**config.mk**
```make
export PLATFORM = sky130hd
export DESIGN_NAME = ov_fifo_capture
export DESIGN_NICKNAME = d
export VERILOG_FILES = /design/src/rtl/ov_fifo_capture.sv
export SDC_FILE = /design/constraint.sdc
export NUM_CORES = 1
export LEC_CHECK = 0
export CAP_MARGIN = 10
export CELL_PAD_IN_SITES_DETAIL_PLACEMENT = 0
export CELL_PAD_IN_SITES_GLOBAL_PLACEMENT = 1
export CORE_UTILIZATION = 45
export CTS_BUF_LIST = sky130_fd_sc_hd__clkbuf_8
export DETAILED_ROUTE_END_ITERATION = 10
export PLACE_DENSITY = 0.9
export SLEW_MARGIN = 20
export SYNTH_ARGS = -nofsm -noshare
export SYNTH_HDL_FRONTEND = slang
export SYNTH_SLANG_ARGS = --single-unit
```
**constraint.sdc**
```tcl
create_clock -name sys_clk -period 2.56 [get_ports sys_clk]
set_input_delay 0.384 -clock sys_clk [delete_from_list [all_inputs] [get_ports sys_clk]]
set_output_delay 0.384 -clock sys_clk [all_outputs]
set_load 0.03 [all_outputs]
```
**src/rtl/ov_fifo_capture.sv**
```systemverilog
// OV7670 / AL422 frame capture: stores one frame between two camera VSYNCs, then
// drains it with a self-generated read clock and packs byte pairs into RGB565 pixels.
`timescale 1ns/1ps
module ov_fifo_capture #(
    parameter int H_PIX   = 640,
    parameter int V_PIX   = 480,
    parameter int RST_CYC = 4,
    parameter int CNT_W   = 19
) (
    input  logic        sys_clk,
    input  logic        rst_n,
    input  logic        init_done,
    input  logic        OV_vsync,
    input  logic [7:0]  OV_data,
    output logic        OV_wrst,
    output logic        OV_wen,
    output logic        OV_rrst,
    output logic        OV_oe,
    output logic        OV_rclk,
    input  logic        wr_afull,
    output logic [15:0] pix_data,
    output logic        pix_valid,
    output logic        frame_start,
    output logic        frame_done
);

    localparam logic [2:0] IDLE     = 3'd0;
    localparam logic [2:0] WAIT_VS1 = 3'd1;
    localparam logic [2:0] WR_RST   = 3'd2;
    localparam logic [2:0] WRITE    = 3'd3;
    localparam logic [2:0] RD_RST   = 3'd4;
    localparam logic [2:0] READ     = 3'd5;
    localparam logic [2:0] DONE     = 3'd6;

    localparam int               RST_W    = $clog2(2 * RST_CYC) + 1;
    localparam logic [RST_W-1:0] WR_LAST  = RST_W'(RST_CYC - 1);
    localparam logic [RST_W-1:0] RD_LAST  = RST_W'(2 * RST_CYC - 1);
    localparam logic [CNT_W-1:0] PIX_LAST = CNT_W'(H_PIX * V_PIX - 1);

    logic [2:0]       state;
    logic [RST_W-1:0] rst_cnt;
    logic [CNT_W-1:0] pix_cnt;
    logic             vs_p0, vs_p1, vs_p2;
    logic             vs_rise;
    logic             rclk;
    logic             byte_phase;
    logic [7:0]       hi_byte;
    logic             stall;
    logic             take_byte;
    logic             last_pix;

    // VSYNC synchronizer and rising-edge detect
    always_ff @(posedge sys_clk or negedge rst_n) begin
        if (!rst_n) begin
            vs_p0 <= 1'b0;
            vs_p1 <= 1'b0;
            vs_p2 <= 1'b0;
        end else begin
            vs_p0 <= OV_vsync;
            vs_p1 <= vs_p0;
            vs_p2 <= vs_p1;
        end
    end

    assign vs_rise = vs_p1 & ~vs_p2;

    // A byte is taken on the 1->0 read-clock step, a full cycle after the rising edge.
    assign stall     = wr_afull & ~rclk;
    assign take_byte = (state == READ) & rclk;
    assign last_pix  = pix_valid & (pix_cnt == PIX_LAST);

    always_ff @(posedge sys_clk or negedge rst_n) begin
        if (!rst_n) begin
            state       <= IDLE;
            rst_cnt     <= '0;
            pix_cnt     <= '0;
            rclk        <= 1'b0;
            byte_phase  <= 1'b0;
            pix_data    <= '0;
            pix_valid   <= 1'b0;
            frame_start <= 1'b0;
        end else begin
            pix_valid   <= 1'b0;
            frame_start <= 1'b0;
            case (state)
                IDLE: begin
                    if (init_done)
                        state <= WAIT_VS1;
                end
                WAIT_VS1: begin
                    if (!init_done) begin
                        state <= IDLE;
                    end else if (vs_rise) begin
                        state   <= WR_RST;
                        rst_cnt <= '0;
                    end
                end
                WR_RST: begin
                    if (rst_cnt == WR_LAST) begin
                        rst_cnt <= '0;
                        state   <= WRITE;
                    end else begin
                        rst_cnt <= rst_cnt + RST_W'(1);
                    end
                end
                WRITE: begin
                    if (vs_rise) begin
                        state   <= RD_RST;
                        rst_cnt <= '0;
                        rclk    <= 1'b0;
                    end
                end
                RD_RST: begin
                    // An even number of toggles leaves rclk low on entry to READ.
                    rclk <= ~rclk;
                    if (rst_cnt == RD_LAST) begin
                        rst_cnt     <= '0;
                        state       <= READ;
                        frame_start <= 1'b1;
                        byte_phase  <= 1'b0;
                        pix_cnt     <= '0;
                    end else begin
                        rst_cnt <= rst_cnt + RST_W'(1);
                    end
                end
                READ: begin
                    if (pix_valid)
                        pix_cnt <= pix_cnt + CNT_W'(1);
                    if (last_pix) begin
                        state <= DONE;
                        rclk  <= 1'b0;
                    end else if (!stall) begin
                        rclk <= ~rclk;
                    end
                    if (take_byte) begin
                        byte_phase <= ~byte_phase;
                        if (byte_phase) begin
                            pix_data  <= {hi_byte, OV_data};
                            pix_valid <= 1'b1;
                        end
                    end
                end
                DONE: begin
                    rclk       <= 1'b0;
                    pix_cnt    <= '0;
                    byte_phase <= 1'b0;
                    state      <= WAIT_VS1;
                end
                default: begin
                    state <= IDLE;
                end
            endcase
        end
    end

    // First byte of a pair is held until its partner arrives.
    always_ff @(posedge sys_clk) begin
        if (take_byte && !byte_phase)
            hi_byte <= OV_data;
    end

    assign OV_wrst    = (state != WR_RST);
    assign OV_wen     = (state == WR_RST) || (state == WRITE);
    assign OV_rrst    = (state != RD_RST);
    assign OV_oe      = !((state == RD_RST) || (state == READ));
    assign OV_rclk    = rclk;
    assign frame_done = (state == DONE);

endmodule

```
==> impl_metrics.json <==
{
  "synth-seq-cells": 57,
  "antenna_found_initial": 0,
  "setup_viol": 0,
  "path_buf_inv": 2,
  "crit_family": "buffers and inverters",
  "avgViaCountPerCell": 5.359,
  "grt_pass1_vias": 1881,
  "pre_cts_ws_ps": 496.2,
  "fill_cells": 487,
  "layout_common_cells": "dfrtp_1, clkdlybuf4s50_1, nor2_1, xor2_1",
  "start_kind": "flip-flop",
  "layout.cells.non_filler": 343,
  "drive_above_1_share_pct": 15.13,
  "grt_pass1_wl_um": 8963,
  "crit_slowest_cell": "clkdlybuf4s50_1",
  "max-vdd-ir-drop_v": 0.0005017,
  "die_h_um": 78.31,
  "drtIter0Drc": 56,
  "die_w_um": 78.31,
  "slowest_delay_ps": 620,
  "leakagePower_nw": 1.439,
  "clock_path_buffers": 2,
  "placed_cells": 326,
  "worst_pin_slew_ps": 791.9,
  "fin_tns_setup_ps": 0,
  "hp-class": "reg2reg",
  "synth.area.top_cells": "dfrtp_1, edfxtp_1, xor2_1, mux2_1, nor2_1",
  "wl_per_cell_um": 14.96,
  "synth_warnings": 0,
  "seq_area_um2": 1468,
  "cp_num_cells": 3,
  "synthFlopType": "dfrtp_1",
  "cp-end-kind": "output pin",
  "clk_latency_ps": 340,
  "synthArstFlopShare_pct": 85.96,
  "vias": 1838,
  "synth-edff-count": 8,
  "tritoncts": "done",
  "synthCells": 222,
  "dr.pass1.iters": 4,
  "routed_wl_um": 5130,
  "initial_utilization_pct": 47.00,
  "area_growth_pct": 23.21,
  "hold_violations": 0,
  "root_buffer": "clkbuf_8",
  "port_buffers": 36,
  "finalNetCount": 281,
  "num_rows": 27,
  "timing_max_transition_violations_final": 0,
  "path_cells": "nor3b_2, inv_1, clkdlybuf4s50_1",
  "critical_path_arrival_ps": 2030,
  "synth_top_cell_area_share_pct": 46.80,
  "reg2regPathDepth": 4,
  "grt_max_degree": 19,
  "die_area_um2": 6132,
  "hpwl_um": 3523,
  "setup_ws_ps": 144.5,
  "gr-total-overflow": 0,
  "synth_area_leader_cell": "dfrtp_1",
  "ant_nets": 0,
  "synth_area_um2": 2620,
  "rsz0062_at_grt": "no",
  "grt_util_all_layers_pct": 19.54,
  "diodes": 0,
  "multi_input_area_um2": 1081,
  "ios": 37,
  "hold_ws_ps": 364.5,
  "worstPathMaxFanout": 15,
  "gp_congestion": 0.7664,
  "maxSlewHeadroom_pct": 46.52,
  "total_power_mw": 2.720,
  "final.setup_skew_ps": 12.97,
  "max_freq_mhz": 414.0,
  "postSynthNetCount": 237,
  "yosysSeqAreaShare_pct": 55.97,
  "pwr_density_cell_nw_per_um2": 842.5,
  "period_minus_slack_ps": 2415,
  "cts-htree-levels": 3,
  "avgSynthCellArea_um2": 11.80,
  "status": "finished, final reports clean",
  "fin_crit_sh_pct": 94.35,
  "cap_violations": 0,
  "cts_buffers": 9,
  "layout_commonest_cell": "dfrtp_1",
  "synth_cell_types": 53,
  "holdPathStages": 0,
  "cts.sinks": 57,
  "clk_pin_slew_worst_paths_ps": 70,
  "required_ps": 2180,
  "drc_errors": 0,
  "core-area_um2": 5574,
  "path_class": "reg2out"
}
-- registers in the layout (all words and copies together) (netlist names) --
register,flops
OV_rclk,1
vs_p0,1
byte_phase,1
pix_cnt,19
frame_start,1
hi_byte,8
state,3
vs_p1,1
vs_p2,1
pix_valid,1
pix_data,16
rst_cnt,4
-- power breakdown --
group | switching (mW) | total, mW | internal [mW]
Sequential | 0.150 | 1.19 | 1.04
Clock | 0.377 | 0.725 | 0.347
Combinational | 0.456 | 0.809 | 0.352
Total | 0.984 | 2.72 | 1.74
-- what timing repair did --
item                                    in CTS  in global routing
hold buffers                                 1                  0
buffers inserted                             0                  0
gates resized for setup                      0                  1
endpoints found under the hold margin       14                  0
endpoints found under the setup margin       0                  1
-- final timing paths --
kind / start / endpoint / slack (ps)
max in group asynchronous: rst_n / state[1] / 1490
hold / removal: vs_p0 / vs_p1 / 360
hold reg to reg: vs_p0 / vs_p1 / 360
setup reg to reg: state[0] / pix_data[7] / 570
setup / recovery: state[2] / OV_rrst / 140
min in group asynchronous: rst_n / pix_cnt[0] / 490
-- cell type report --
class / instances / share of cell area (%)
multi-input cells: 152 / 33.49
inverters: 4 / 0.4651
repair buffers: 42 / 12.48
clock buffers: 9 / 3.837
flip-flops and latches: 57 / 45.47
well taps: 72 / 2.791
clock inverters: 7 / 1.473
-- worst reg2reg max path, stage by stage, from the launching register on --
cell and delay (ps):
dfrtp_1 620, inv_2 180, nor2_2 210, nand3_2 390, mux2_1 470
-- synthesized netlist by cell type, types with 3 or more instances --
library cell and instances:
dfrtp_1 49, nor2_1 25, xor2_1 17, nand2_1 12, nand4_1 12, mux2_1 9
nand3_1 9, edfxtp_1 8, mux2_2 7, o21ai_0 6, and3_1 5, a21oi_1 4
buf_2 4, nor3_1 4, a21o_1 3, and4_1 3, inv_1 3
-- metal layers --
layer	wire [um]	track usage [%]
met1	2248	23.35
met3	344	9.535
met4	51	7.407
met2	2485	30.35
met5	0	0
-- stage by stage --
| step | utilization, % | cell area, um2 |
|---|---|---|
| after floorplan | - | 2620 |
| after detailed placement | 54.64 | 3045 |
| after global placement | 54.64 | 3045 |
| after CTS | 57.89 | 3227 |
| final | 57.91 | 3228 |
| after global routing | 57.91 | 3228 |
-- cells by family after synthesis --
kind of cell	count (synthesis)	synth area share (%)
xor gates and xnor gates	18	6.017
buffers and inverters	13	2.769
and+or+nand+nor	87	18.82
adders and majority gates	2	0.9550
DFF	57	55.97
AOI/OAI and AO/OA	28	8.215
muxes	17	7.259
Power figures use the tool's default switching activity.
